**src/rtl/apb_gpio_arbiter_pkg.sv**
```systemverilog
// Shared types and default constants for the two-port APB GPIO arbiter.
package apb_arb_pkg;

  typedef enum logic [1:0] {
    IDLE   = 2'd0,
    SETUP  = 2'd1,
    ACCESS = 2'd2
  } state_e;

  localparam int ADDR_W_DEF      = 4;
  localparam int DATA_W_DEF      = 32;
  localparam int TIMEOUT_CYC_DEF = 16;
  localparam int TO_W            = $clog2(TIMEOUT_CYC_DEF);

endpackage

```
**src/rtl/apb_gpio_arbiter_if.sv**
```systemverilog
// Requester-side and APB-side signal bundle of the GPIO arbiter.
interface apb_gpio_arbiter_if #(
  parameter int ADDR_W = 4,
  parameter int DATA_W = 32
);
  logic [1:0]          req_valid;
  logic [1:0]          req_write;
  logic [2*ADDR_W-1:0] req_addr;
  logic [2*DATA_W-1:0] req_wdata;
  logic [1:0]          req_ready;
  logic                rsp_valid;
  logic                rsp_id;
  logic [DATA_W-1:0]   rsp_rdata;
  logic                rsp_err;
  logic                PSEL;
  logic                PENABLE;
  logic                PWRITE;
  logic [ADDR_W-1:0]   PADDR;
  logic [DATA_W-1:0]   PWDATA;
  logic [DATA_W-1:0]   PRDATA;
  logic                PREADY;

  // Arbiter side.
  modport slave (
    input  req_valid, req_write, req_addr, req_wdata, PRDATA, PREADY,
    output req_ready, rsp_valid, rsp_id, rsp_rdata, rsp_err,
           PSEL, PENABLE, PWRITE, PADDR, PWDATA
  );

  // Requesters plus GPIO slave side.
  modport master (
    output req_valid, req_write, req_addr, req_wdata, PRDATA, PREADY,
    input  req_ready, rsp_valid, rsp_id, rsp_rdata, rsp_err,
           PSEL, PENABLE, PWRITE, PADDR, PWDATA
  );
endinterface

```
**src/rtl/apb_gpio_arbiter_rr_arb2.sv**
```systemverilog
// Two-input round-robin grant: on contention the requester that was not granted last wins.
module rr_arb2 (
  input  logic [1:0] req,
  input  logic       last_grant,
  output logic [1:0] gnt
);
  assign gnt[0] = req[0] & (~req[1] |  last_grant);
  assign gnt[1] = req[1] & (~req[0] | ~last_grant);
endmodule

```
**src/rtl/apb_gpio_arbiter.sv**
```systemverilog
// Shares one APB GPIO slave between two requesters, one transfer outstanding at a time.
// Optional ACCESS wait-state timeout enabled by defining APB_ARB_TIMEOUT_EN.
module apb_gpio_arbiter
  import apb_arb_pkg::*;
#(
  parameter int ADDR_W      = ADDR_W_DEF,
  parameter int DATA_W      = DATA_W_DEF,
  parameter int TIMEOUT_CYC = TIMEOUT_CYC_DEF
) (
  input logic               PCLK,
  input logic               PRESET,
  apb_gpio_arbiter_if.slave bus
);

  state_e              state_q, state_d;
  logic [1:0]          gnt;
  logic                gnt_id, accept, done, timeout;
  logic                psel, penable;
  logic                last_grant_q, owner_q;
  logic                pwrite_q;
  logic [ADDR_W-1:0]   paddr_q;
  logic [DATA_W-1:0]   pwdata_q, rdata_q;
  logic                rsp_valid_q, rsp_id_q, rsp_err_q;

  rr_arb2 u_rr (
    .req        (bus.req_valid),
    .last_grant (last_grant_q),
    .gnt        (gnt)
  );

  assign gnt_id = gnt[1];
  assign accept = (state_q == IDLE) && (|bus.req_valid);
  assign done   = (state_q == ACCESS) && bus.PREADY;

`ifdef APB_ARB_TIMEOUT_EN
  localparam int CNT_W = (TIMEOUT_CYC > 1) ? $clog2(TIMEOUT_CYC) : 1;
  logic [CNT_W-1:0] wait_cnt_q;

  // Counts PREADY-low ACCESS cycles already spent; the limit hits on the TIMEOUT_CYC-th one.
  assign timeout = (state_q == ACCESS) && !bus.PREADY &&
                   (wait_cnt_q == CNT_W'(TIMEOUT_CYC - 1));

  always_ff @(posedge PCLK or posedge PRESET) begin
    if (PRESET) begin
      wait_cnt_q <= '0;
    end else if (state_q == SETUP) begin
      wait_cnt_q <= '0;
    end else if ((state_q == ACCESS) && !bus.PREADY) begin
      wait_cnt_q <= wait_cnt_q + 1'b1;
    end
  end
`else
  wire unused_timeout_cyc = (TIMEOUT_CYC > 0);
  assign timeout = 1'b0;
`endif

  always_comb begin
    state_d = state_q;
    psel    = 1'b0;
    penable = 1'b0;
    unique case (state_q)
      IDLE:   if (|bus.req_valid) state_d = SETUP;
      SETUP: begin
        psel    = 1'b1;
        state_d = ACCESS;
      end
      ACCESS: begin
        psel    = 1'b1;
        penable = 1'b1;
        if (done || timeout) state_d = IDLE;
      end
      default: state_d = IDLE;
    endcase
  end

  always_ff @(posedge PCLK or posedge PRESET) begin
    if (PRESET) begin
      state_q      <= IDLE;
      last_grant_q <= 1'b1;
      owner_q      <= 1'b0;
      rsp_valid_q  <= 1'b0;
      rsp_id_q     <= 1'b0;
      rsp_err_q    <= 1'b0;
    end else begin
      state_q     <= state_d;
      rsp_valid_q <= done || timeout;
      if (accept) begin
        last_grant_q <= gnt_id;
        owner_q      <= gnt_id;
      end
      if (done || timeout) begin
        rsp_id_q  <= owner_q;
        rsp_err_q <= timeout;
      end
    end
  end

  // Request fields are captured on accept and held through IDLE until the next grant.
  always_ff @(posedge PCLK or posedge PRESET) begin
    if (PRESET) begin
      pwrite_q <= 1'b0;
      paddr_q  <= '0;
      pwdata_q <= '0;
      rdata_q  <= '0;
    end else begin
      if (accept) begin
        pwrite_q <= gnt_id ? bus.req_write[1] : bus.req_write[0];
        paddr_q  <= gnt_id ? bus.req_addr[2*ADDR_W-1:ADDR_W] : bus.req_addr[ADDR_W-1:0];
        pwdata_q <= gnt_id ? bus.req_wdata[2*DATA_W-1:DATA_W] : bus.req_wdata[DATA_W-1:0];
      end
      if (timeout) begin
        rdata_q <= '0;
      end else if (done) begin
        rdata_q <= pwrite_q ? '0 : bus.PRDATA;
      end
    end
  end

  assign bus.req_ready = (accept && !PRESET) ? gnt : 2'b00;
  assign bus.rsp_valid = rsp_valid_q;
  assign bus.rsp_id    = rsp_id_q;
  assign bus.rsp_rdata = rdata_q;
  assign bus.rsp_err   = rsp_err_q;
  assign bus.PSEL      = psel;
  assign bus.PENABLE   = penable;
  assign bus.PWRITE    = pwrite_q;
  assign bus.PADDR     = paddr_q;
  assign bus.PWDATA    = pwdata_q;

endmodule
```
**src/flat_wrapper.sv**
```systemverilog
// flat-port wrapper written by rule: the top's interface ports become plain ports
module apb_gpio_arbiter_flat import apb_arb_pkg::*;
#(
  parameter int ADDR_W      = ADDR_W_DEF,
  parameter int DATA_W      = DATA_W_DEF,
  parameter int TIMEOUT_CYC = TIMEOUT_CYC_DEF
)
  (PCLK, PRESET, bus_req_valid, bus_req_write, bus_req_addr, bus_req_wdata, bus_PRDATA, bus_PREADY, bus_req_ready, bus_rsp_valid, bus_rsp_id, bus_rsp_rdata, bus_rsp_err, bus_PSEL, bus_PENABLE, bus_PWRITE, bus_PADDR, bus_PWDATA);
  apb_gpio_arbiter_if #(.ADDR_W(ADDR_W), .DATA_W(DATA_W)) bus_i ();
  input logic PCLK;
  input logic PRESET;
  input wire logic [$bits(bus_i.req_valid)-1:0] bus_req_valid;
  input wire logic [$bits(bus_i.req_write)-1:0] bus_req_write;
  input wire logic [$bits(bus_i.req_addr)-1:0] bus_req_addr;
  input wire logic [$bits(bus_i.req_wdata)-1:0] bus_req_wdata;
  input wire logic [$bits(bus_i.PRDATA)-1:0] bus_PRDATA;
  input wire logic [$bits(bus_i.PREADY)-1:0] bus_PREADY;
  output wire logic [$bits(bus_i.req_ready)-1:0] bus_req_ready;
  output wire logic [$bits(bus_i.rsp_valid)-1:0] bus_rsp_valid;
  output wire logic [$bits(bus_i.rsp_id)-1:0] bus_rsp_id;
  output wire logic [$bits(bus_i.rsp_rdata)-1:0] bus_rsp_rdata;
  output wire logic [$bits(bus_i.rsp_err)-1:0] bus_rsp_err;
  output wire logic [$bits(bus_i.PSEL)-1:0] bus_PSEL;
  output wire logic [$bits(bus_i.PENABLE)-1:0] bus_PENABLE;
  output wire logic [$bits(bus_i.PWRITE)-1:0] bus_PWRITE;
  output wire logic [$bits(bus_i.PADDR)-1:0] bus_PADDR;
  output wire logic [$bits(bus_i.PWDATA)-1:0] bus_PWDATA;
  assign bus_i.req_valid = bus_req_valid;
  assign bus_i.req_write = bus_req_write;
  assign bus_i.req_addr = bus_req_addr;
  assign bus_i.req_wdata = bus_req_wdata;
  assign bus_i.PRDATA = bus_PRDATA;
  assign bus_i.PREADY = bus_PREADY;
  assign bus_req_ready = bus_i.req_ready;
  assign bus_rsp_valid = bus_i.rsp_valid;
  assign bus_rsp_id = bus_i.rsp_id;
  assign bus_rsp_rdata = bus_i.rsp_rdata;
  assign bus_rsp_err = bus_i.rsp_err;
  assign bus_PSEL = bus_i.PSEL;
  assign bus_PENABLE = bus_i.PENABLE;
  assign bus_PWRITE = bus_i.PWRITE;
  assign bus_PADDR = bus_i.PADDR;
  assign bus_PWDATA = bus_i.PWDATA;
  apb_gpio_arbiter #(.ADDR_W(ADDR_W), .DATA_W(DATA_W), .TIMEOUT_CYC(TIMEOUT_CYC)) u_core (.PCLK(PCLK), .PRESET(PRESET), .bus(bus_i));
endmodule
```
**config.mk**
```make
export PLATFORM = sky130hd
export DESIGN_NAME = apb_gpio_arbiter_flat
export DESIGN_NICKNAME = d
export VERILOG_FILES = /design/src/rtl/apb_gpio_arbiter_pkg.sv /design/src/rtl/apb_gpio_arbiter_if.sv /design/src/rtl/apb_gpio_arbiter_rr_arb2.sv /design/src/rtl/apb_gpio_arbiter.sv /design/src/flat_wrapper.sv
export SDC_FILE = /design/constraint.sdc
export NUM_CORES = 1
export LEC_CHECK = 0
export CAP_MARGIN = 20
export CORE_MARGIN = 8
export CORE_UTILIZATION = 40
export CTS_BUF_LIST = sky130_fd_sc_hd__clkbuf_2 sky130_fd_sc_hd__clkbuf_4 sky130_fd_sc_hd__clkbuf_8
export DETAILED_ROUTE_END_ITERATION = 12
export PLACE_DENSITY = 0.83
export SYNTH_ARGS = -nofsm -noshare
export SYNTH_HDL_FRONTEND = slang
export SYNTH_SLANG_ARGS = --single-unit
```
**constraint.sdc**
```tcl
create_clock -name PCLK -period 3.9 [get_ports PCLK]
set_clock_uncertainty 0.05 [all_clocks]
set_input_delay 0.78 -clock PCLK [delete_from_list [all_inputs] [get_ports PCLK]]
set_output_delay 0.78 -clock PCLK [all_outputs]
set_load 0.01 [all_outputs]
```
# Word-level counts from Yosys, hierarchy flattened
# Index checks and enable logic that the tools add are counted.
[totals] word_cells=38 input_bits=111 out_inout_bits=76 regBits=75
[classes] n_bitwise=7 n_mux=10 eq_ne=4 n_reduce_logical=8
[ops] op="$mux W32" count=2
[ops] op="$mux W2" count=3
[ops] op="$pmux W2 S3" count=1
[ops] op="$mux W4" count=1
[ops] op="$reduce_or A2 Y1" count=2
[ops] op="$logic_and A1 B1 Y1" count=3
[ops] op="$mux W1" count=3
[ops] op="$not A1 Y1" count=3
[ops] op="$and A1 B1 Y1" count=2
[ops] op="$eq A2 B1 Y1 const B" count=1
[ops] op="$eq A2 B2 Y1 const B" count=1
[ops] op="$logic_not A2 Y1" count=1
[ops] op="$ne A2 B1 Y1 const B" count=1
[ops] op="$ne A2 B2 Y1 const B" count=1
[ops] op="$or A1 B1 Y1" count=2
[ops] op="$reduce_and A2 Y1" count=1
[ops] op="$logic_not A1 Y1" count=1

# Longest topological paths before layout
[depth] depth_word=4 ltp_mapped=7 depth_no_buf=5

# By module
# A second synthesis with hierarchy kept.
[hier_totals] cells_unflattened=333 hier_area_um2=3397.0
[by_module_without_submodules] mod="apb_gpio_arbiter" n_inst=1 seq_area_each_um2=1878.1 cells_each=330 area_each_um2=3378.2
[by_module_without_submodules] mod="rr_arb2" n_inst=1 seq_area_each_um2=0.0 cells_each=3 area_each_um2=18.8

# Least setup slack after synthesis
# No wires, ideal clock.
[synth_path] path_type="input -> output" startpoint="input port PRESET" endpoint="output port bus_req_ready[0]" path_buffers=0 setup_slack_ps=270 t_arrival_ps=2800 cell_stages=2 cell_sequence="inv_1 > o2111a_1"
[synth_between] elab_chain_cells=3
[synth_rtl] element="start, declared" line="flat_wrapper.sv:11" source="input logic PRESET;"
[synth_rtl] element="$logic_not A1 Y1 (no line)"
[synth_rtl] element="$logic_and A1 B1 Y1" line="apb_gpio_arbiter.sv:119" source="assign bus.req_ready = (accept && !PRESET) ? gnt : 2'b00;"
[synth_rtl] element="$mux W2" line="apb_gpio_arbiter.sv:119"
[synth_rtl] element="end, declared" line="flat_wrapper.sv:18" source="output wire logic [$bits(bus_i.req_ready)-1:0] bus_req_ready;"
# No other way between the ends.

# Worst setup path in the final report
[layout_path] startpoint="input port bus_req_valid[1]" endpoint="output port bus_req_ready[1]"
[layout_between] elab_chain_cells=4 elab_cells_between_ends=5 classes_between="mux (1); bitwise (1); reduce/logical (3)"
[layout_rtl] element="start, declared" line="flat_wrapper.sv:12" source="input wire logic [$bits(bus_i.req_valid)-1:0] bus_req_valid;"
[layout_rtl] element="$reduce_or A2 Y1" line="apb_gpio_arbiter.sv:32" source="assign accept = (state_q == IDLE) && (|bus.req_valid);"
[layout_rtl] element="$logic_and A1 B1 Y1" line="apb_gpio_arbiter.sv:32"
[layout_rtl] element="$logic_and A1 B1 Y1" line="apb_gpio_arbiter.sv:119"
[layout_rtl] element="$mux W2 (*)" line="apb_gpio_arbiter.sv:119"
# Mark *: on every way between the ends. The rest lies on a longest branch, timed or not.

==> qor.txt <==
status: completed
fin crit share: 78.8%
# DRC: 0
H-tree levels: 3
sequential area share after synthesis: 55.8%
Synth cell types: 23
HP Class: reg -> reg
Core Footprint: 8180 sq um
Avg Inst Size Synth: 9.00 sq um
NumNets Final: 663
port bufs: 185
Post-synth EDFFs: 0
routed vias/inst: 4.87
number of fill cells: 695
RSZ-0062 raised after global routing: no
vias in the first global route: 3369
setup TNS: 0 ns
first-pass GRT wire length: 16.9 mm
ANT nets after route: 0
Int Pwr: 2540 uW
CP required: 3.07 ns
Die Ht: 108 microns
Post-Synthesis Cells: 374
Slew headroom: 36.0%
initial DRC count: 107
dpl ws: 0.821 ns
Starting Density: 41.2%
final wirelength: 10.5 mm
Reg area: 1880 sq um
ys flop type: dfrtp_1
GP Congestion: 0.755
Root Buffer: clkbuf_8
commonest non-fill, non-tap cell in the layout: clkdlybuf4s50_1
Synth area leader: dfrtp_1
num ports: 187
gr ovfl total: 0
Critical Path Start Type: input pin
Worst VDD drop: 0.286 mV
Mapped Area: 3370 sq um
Least-Margin Pin Slew: 0.960 ns
Max stage delay on crit path: 0.56 ns
Total Power: 3940 uW
sw frac: 35.6%
Hold Crit Depth: 2
setup ws final: 0.829 ns
# hold bufs at CTS: 0
Leak: 0.00231 uW
largest net degree at the start of global routing: 76
CTS tree: done
Maximum Capacitance Violations: 0
PwrDens: 726 nW/um^2
clock power share: 15.4%
initial antenna violation count: 0
Max Transition Viols Final: 0
CP max FO: 6
flops & latches, synth: 75
minimum clock period: 3.07 ns
reg2reg path depth: 6
DIE AREA: 11600 sq um
main area contributors after synthesis: dfrtp_1 55%, nand2_1 12%, a31oi_1 7.1%
Vias: 3205
clk sink count: 75
FMAX: 326 MHz
# Post-CTS Setup Buffers: 0
Overall Global Routing Usage: 18.3%
layout cells sized above 1: 5.06%
leading cell types in the layout, fill and taps excluded: 185 x clkdlybuf4s50_1, 108 x nand2_1, 74 x dfrtp_1
register share of total power: 36.0%
critical path class: in -> out
Synth warnings: 0
final hold violations: 0
Die Wd: 108 microns
Crit-path slowest cell: clkdlybuf4s50_1
P&R area growth vs syn: 61.4%
Critical Path Sink Type: output pin
cts bufs inserted: 9
cts repair resizes: 0
Comb pwr share: 48.6%
most frequent CP cell: clkdlybuf4s50_1
Arr. time, crit path: 2.24 ns
row cnt: 33
HPWL Detailed: 8.09 mm
final hold slack: 0.435 ns
Post-Synthesis Net Count: 489
Worst-Skew Late Latency: 0.34 ns
Net Switching: 1400 uW
Antenna Cells: 0
crit-path cells: clkdlybuf4s50_1, a21boi_4, and3_1, clkdlybuf4s50_1
Reg clk slew, reported paths: 0.08 ns
DRT Pass-1 Iters: 4
top-area cell type share of the netlist area: 55.0%
footprint of the multi-input gates: 1310 sq um
asr flop ratio synth: 100%
average wire per standard cell: 16.0 microns
Setup-failing EPs final: 0
clk buf depth: 2
routing by layer:
metal  vias up  GRT usage, %  part of all wire [%]
li1       1565             -                     -
met1      1487          21.3                    41
met2       143          30.3                    48
met3        10          7.13                    10
met4         0          5.75                   1.2
met5         -             0                     0
power by group through the flow:
stage / Clock [uW] / Combinational, uW / Sequential (uW)
2_1_floorplan: 0 / 749 / 1560
3_3_place_gp: 0 / 1900 / 1410
3_5_place_dp: 0 / 1950 / 1440
4_1_cts: 622 / 1960 / 1420
5_1_grt: 657 / 2110 / 1470
6_report: 607 / 1920 / 1420
Yosys cell counts, types with 2 or more instances:
library cell,n
a21oi_1,2
a31oi_1,38
buf_2,10
buf_4,6
buf_6,4
clkbuf_1,7
dfrtp_1,74
ha_1,4
inv_1,6
mux2_2,2
nand2_1,109
nand2b_1,32
nor2_1,38
o21ai_0,33
flip-flops by register name, indices dropped and copies added, names as in the netlist:
register / flops
u_core.bus.PADDR: 4
u_core.bus.PWDATA: 32
u_core.bus.PWRITE: 1
u_core.bus.rsp_id: 1
u_core.bus.rsp_rdata: 32
u_core.bus.rsp_valid: 1
u_core.last_grant_q: 1
u_core.owner_q: 1
u_core.state_q: 2
critical path: cells and delay by family:
family,cells,cell delay (ns)
AOI/OAI and AO/OA,1,0.21
buffers and inverters,2,1.09
and+or+nand+nor,1,0.17
stage by stage:
step           utilization (%)  area [sq um]  std cells
2_1_floorplan                -          3370        374
3_3_place_gp              64.0          5230        642
3_5_place_dp              64.0          5230        642
4_1_cts                   66.5          5430        658
5_1_grt                   66.5          5430        658
6_report                  66.5          5430        658
cell type report:
| class | instances | share of cell area (%) |
|---|---|---|
| Clock buffer | 10 | 2.53 |
| Clock inverter | 6 | 1.20 |
| Inverter | 6 | 0.414 |
| Multi-Input combinational cell | 266 | 24.1 |
| Sequential cell | 75 | 34.6 |
| Tap cell | 105 | 2.42 |
| Timing Repair Buffer | 190 | 34.8 |
logic make-up after synthesis:
family / share of synthesized area, %
AND/OR/NAND/NOR: 22.7
other: 0.111
adder cells (fa/ha/maj): 1.49
flip-flops: 55.8
buffers and inverters: 5.61
multiplexers: 0.669
AO/OA/AOI/OAI: 13.6
path summary, 6_finish.rpt:
kind | startpoint | to | slack [ns]
worst max register to register | u_core.state_q[0] | u_core.bus.PWDATA[3] | 1.76
worst min-delay path | u_core.bus.rsp_rdata[15] | u_core.bus.rsp_rdata[15] | 0.43
max in group asynchronous | PRESET | u_core.bus.PADDR[2] | 2.10
worst max-delay path | bus_req_valid[1] | bus_req_ready[1] | 0.83
min in group asynchronous | PRESET | u_core.bus.rsp_rdata[0] | 1.04
worst min register to register | u_core.bus.rsp_rdata[15] | u_core.bus.rsp_rdata[15] | 0.43
Note: power is estimated with default switching activity, not from simulation.
